`config.mk`:
```
export PLATFORM = sky130hd
export DESIGN_NAME = madd_err_acc
export DESIGN_NICKNAME = d
export VERILOG_FILES = /design/src/rtl/madd_chk_pkg.sv /design/src/rtl/madd_err_acc.sv
export SDC_FILE = /design/constraint.sdc
export NUM_CORES = 1
export LEC_CHECK = 0
export BUFFER_PORTS_ARGS = -buffer_cell sky130_fd_sc_hd__buf_2
export CORE_ASPECT_RATIO = 1.5
export CORE_MARGIN = 3
export CORE_UTILIZATION = 58
export DETAILED_ROUTE_END_ITERATION = 10
export GPL_TIMING_DRIVEN = 0
export PLACE_DENSITY_LB_ADDON = 0.12
export SLEW_MARGIN = 20
export SYNTH_ARGS = -nofsm -noshare
export SYNTH_HDL_FRONTEND = slang
export SYNTH_SLANG_ARGS = --single-unit
```
`constraint.sdc`:
```
create_clock -name clk -period 11.5 [get_ports clk]
set_input_delay 1.725 -clock clk [delete_from_list [all_inputs] [get_ports clk]]
set_output_delay 1.725 -clock clk [all_outputs]
set_load 0.05 [all_outputs]
```
`src/rtl/madd_chk_pkg.sv`:
```
// madd_chk_pkg
// Shared definitions for the exhaustive 2x2+2 multiply-add checker:
//   - chk_state_t : sweep controller states
//   - NVEC        : number of input vectors in a full sweep (2^VEC_W)
//   - *_W         : field widths for vectors, results and accumulators
//   - exact_madd  : golden a*b+c reference used by the error stage
package madd_chk_pkg;

    typedef enum logic [1:0] {
        IDLE  = 2'd0,
        SWEEP = 2'd1,
        DRAIN = 2'd2,
        DONE  = 2'd3
    } chk_state_t;

    localparam int NVEC  = 64;
    localparam int VEC_W = 6;
    localparam int RES_W = 4;
    localparam int CNT_W = 7;
    localparam int SUM_W = 10;

    // Largest value is 3*3+3 = 12, so four bits always hold the result.
    function automatic logic [RES_W-1:0] exact_madd(input logic [1:0] a,
                                                    input logic [1:0] b,
                                                    input logic [1:0] c);
        logic [RES_W-1:0] prod;
        prod = {2'b00, a} * {2'b00, b};
        return prod + {2'b00, c};
    endfunction

endpackage

```
`src/rtl/madd_err_acc.sv`:
```
// madd_err_acc
// Error stage of the checker: compares the registered approximate response
// against the exact multiply-add and accumulates statistics.
// Ports:
//   clk, rst      : clock, synchronous active-high reset
//   clear         : zero all accumulators (start of a new sweep)
//   valid         : s1_vec/s1_approx hold a sample to accumulate
//   s1_vec        : registered stimulus vector {c, b, a}
//   s1_approx     : registered approximate response
//   max_err       : largest absolute error so far
//   err_count     : number of samples whose error exceeds ET
//   sum_err       : sum of absolute errors
module madd_err_acc
    import madd_chk_pkg::*;
#(
    parameter int ET = 8
) (
    input  logic             clk,
    input  logic             rst,
    input  logic             clear,
    input  logic             valid,
    input  logic [5:0]       s1_vec,
    input  logic [3:0]       s1_approx,
    output logic [3:0]       max_err,
    output logic [6:0]       err_count,
    output logic [9:0]       sum_err
);

    // A 4-bit error can never exceed 15, so larger thresholds behave as 15.
    localparam int               ET_C = (ET > 15) ? 15 : ET;
    localparam logic [RES_W-1:0] ET_L = RES_W'(ET_C);

    logic [1:0]       field [3];
    logic [RES_W-1:0] exact;
    logic [RES_W-1:0] err;
    logic             over;

    logic [RES_W-1:0] max_err_reg;
    logic [CNT_W-1:0] err_count_reg;
    logic [SUM_W-1:0] sum_err_reg;

    // Operand fields: a = vec[1:0], b = vec[3:2], c = vec[5:4].
    for (genvar gi = 0; gi < 3; gi++) begin : g_field
        assign field[gi] = s1_vec[2*gi+1 -: 2];
    end

    always_comb begin
        exact = exact_madd(field[0], field[1], field[2]);
        err   = (s1_approx >= exact) ? (s1_approx - exact) : (exact - s1_approx);
        over  = (err > ET_L);
    end

    always_ff @(posedge clk) begin
        if (rst || clear) begin
            max_err_reg   <= '0;
            err_count_reg <= '0;
            sum_err_reg   <= '0;
        end else if (valid) begin
            if (err > max_err_reg) begin
                max_err_reg <= err;
            end
            err_count_reg <= err_count_reg + CNT_W'(over);
            sum_err_reg   <= sum_err_reg + SUM_W'(err);
        end
    end

    assign max_err   = max_err_reg;
    assign err_count = err_count_reg;
    assign sum_err   = sum_err_reg;

endmodule

```
==> flow_metrics.tcl <==
set metrics [dict create \
    whs_ns 0.505 \
    core_area_mm2 0.00250 \
    ys_ff_latch 21 \
    critPathLaunchType "input pin" \
    cap_violations 0 \
    r2r-end "max_err[3]" \
    finalPower_uw 236 \
    p_clk_share_pct 15.4 \
    grt-ovfl-total 0 \
    min_path_cells 2 \
    cp.arrival_ns 6.48 \
    wirelength_um 3490 \
    area_growth_pct 15.6 \
    worstReg2RegStart "max_err[1]" \
    fin_worst_skew_ns 0.00770 \
    hold_start "err_count[6]" \
    synthesis.area_mm2 0.00155 \
    pre_cts_ws_ns 4.91 \
    synth_nets 208 \
    syn_inst 170 \
    fin_crit_sh_pct 54.4 \
    dr.pass1.iters 4 \
    cts_hold_buf 0 \
    num_io_pins 35 \
    status "completed" \
    grt_pass1_wl_um 6120 \
    p_per_area_mw_per_mm2 131 \
    regToRegSetupSlack_ns 9.27 \
    drc 0 \
    h-tree-depth 1 \
    initial_core_util_pct 62.0 \
    diodes 0 \
    synth_edf_count 0 \
    setup.worst_path.class "input pin to flip-flop" \
    setup_slack_ns 5.24 \
    final_hold_viol_count 0 \
    layout.nets 247 \
    ys_types 43 \
    relSlewSlack_pct 50.1 \
    vias_per_cell 5.62 \
    cts.sinks 21 \
    clkTransAtPathRegs_ns 0.12 \
    post_cts_buffers 0 \
    numCtsBuffers 3 \
    ys_warn_count 0 \
    p_sw_share_pct 41.3 \
    switching_power_uw 97.3 \
    whs_endpoint "err_count[6]" \
    seq_power_share_pct 33.5 \
    cts-root-buf "clkbuf_4" \
    post_synth.cell_area_avg_um2 9.13 \
    utilization_pct 71.6 \
    grt_pass1_vias 1456 \
    p_int_uw 139 \
    dpl_cell_area_mm2 0.00177 \
    fin_area_mm2 0.00179 \
    insertion_delay_ns 0.31 \
    tightest_slew_ns 0.741 \
    largest_register_ff_count 10 \
    antenna_found_initial 0 \
    gp_congestion 0.818 \
    io_buffers 34 \
    synth-main-ff-cell "dfxtp_1" \
    drv_slew 0 \
    rows 22 \
    r2r_cells 8 \
    cp_max_fo 7 \
    drive_above_1_share_pct 23.1 \
    vias 1371 \
    cts_buffer_depth 2 \
    yosysSeqAreaShare_pct 27.1 \
    power_leakage_nw 0.854 \
    grt.total_usage_pct 24.4 \
    wl_per_cell_um 14.3 \
    drt-initial-drc-count 34 \
    min_path_type "flip-flop to flip-flop" \
    crit_path_end_kind "flip-flop" \
    cts_resized 0 \
    finalCriticalPeriod_ns 6.26 \
    die_w_um 48.2 \
    cts_tree "built" \
    grt_start_max_net_pins 12 \
    ant_nets 0 \
    fill_cells 218 \
    max_freq_mhz 160 \
    required_ns 11.72 \
    die_height_um 69.4 \
    setup_tns_ns 0 \
    dp_hpwl_um 2890 \
    ir_worst_vdd_v 0.000130 \
    setup_viol 0 \
    synthArstFlopShare_pct 0 \
    die-area_mm2 0.00335 \
    dp_cells 240 \
    final-instance-count-excl-fill 244 \
    p_comb_share_pct 51.1 \
    rsz0062_at_grt "no" \
]
[critical path, cell delays in order]
cell and delay [ns]:
buf_2 0.09, nand2_1 0.07, fa_1 0.44, inv_1 0.07, ha_1 0.15, inv_1 0.05, fa_1 0.51, inv_1 0.05
ha_1 0.26, buf_4 0.15, nand2_1 0.05, o21ai_0 0.60, mux2_2 0.46, inv_1 0.13, ha_1 0.27, nor2b_1 0.18
o31ai_1 0.29, nand2_1 0.10, o311ai_2 0.43, nor2_1 0.13, a31o_2 0.27
[how the worst max path moves through the flow]
stage | cells past startpoint | slack (ns) | from | endpoint
CTS | 21 | 5.24 | s1_vec[3] | max_err[3]
finish | 21 | 5.24 | s1_vec[3] | max_err[3]
detailed placement | 21 | 4.91 | s1_vec[3] | max_err[3]
global placement | 21 | 5.13 | s1_vec[3] | max_err[3]
global route | 21 | 4.90 | s1_vec[3] | max_err[3]
floorplan | 20 | 5.65 | s1_vec[3] | max_err[3]
[synth_stat cells, types with 2 or more instances]
| cell type | number | share of area (%) |
|---|---|---|
| nand2_1 | 10 | 2.4 |
| nor2_1 | 17 | 4.1 |
| nand4b_1 | 2 | 1.1 |
| o21a_1 | 3 | 1.5 |
| or3_1 | 4 | 1.6 |
| ha_1 | 19 | 15 |
| a21oi_1 | 5 | 1.6 |
| fa_1 | 5 | 6.4 |
| xor2_1 | 6 | 3.4 |
| o31ai_1 | 4 | 1.9 |
| a211oi_1 | 2 | 0.97 |
| mux2i_1 | 7 | 4.5 |
| nand3_1 | 2 | 0.64 |
| xnor2_1 | 7 | 3.9 |
| nand4_1 | 3 | 1.2 |
| a21o_1 | 3 | 1.5 |
| nor2b_1 | 5 | 2.0 |
| inv_1 | 15 | 3.6 |
| dfxtp_1 | 21 | 27 |
| o21ai_0 | 7 | 2.3 |
[power by group through the flow]
stage / sequential [mW] / clock [mW] / combinational (mW)
6_report: 0.0790 / 0.0363 / 0.120
3_3_place_gp: 0.0803 / 0 / 0.114
3_5_place_dp: 0.0806 / 0 / 0.121
4_1_cts: 0.0790 / 0.0363 / 0.121
5_1_grt: 0.0796 / 0.0394 / 0.136
2_1_floorplan: 0.0917 / 0 / 0.0823
[final cells by class]
type                       count  area, µm²  area share, %
timing repair buffer          34        170           9.48
sequential                    21        420           23.4
tap                           36       45.0           2.51
clock buffer                   4       26.3           1.46
multi-input combinational    130       1050           58.4
buffer                         4       27.5           1.53
inverter                      15       56.3           3.14
[kinds of logic (layout without fill, tap and decap cells)]
| kind of cell | Yosys count | in the layout | synth area share [%] |
|---|---|---|---|
| and+or+nand+nor | 51 | 51 | 16.8 |
| AOI/OAI and AO/OA | 33 | 33 | 15.5 |
| adders and majority gates | 24 | 24 | 21.8 |
| DFF | 21 | 21 | 27.1 |
| buffers and inverters | 19 | 57 | 5.40 |
| xor gates and xnor gates | 13 | 13 | 7.33 |
| muxes | 9 | 9 | 6.20 |
[placed cells by master (no fill, tap or decap), types with 5 or more instances in the layout]
master and instances:
xor2_1 6, mux2i_1 7, fa_1 5, o21ai_0 7, xnor2_1 7, ha_1 19, buf_2 35, inv_1 15
dfxtp_1 21, nand2_1 10, nor2_1 17, a21oi_1 5, nor2b_1 5
[per-layer routing]
layer | up-vias | part of all wire, % | track usage, %
li1 | 671 | - | -
met1 | 653 | 35 | 24.9
met2 | 33 | 58 | 44.3
met3 | 14 | 3.0 | 2.86
met4 | 0 | 3.8 | 11.1
met5 | - | 0 | 0
No activity file was read; power rests on OpenSTA's default activity.
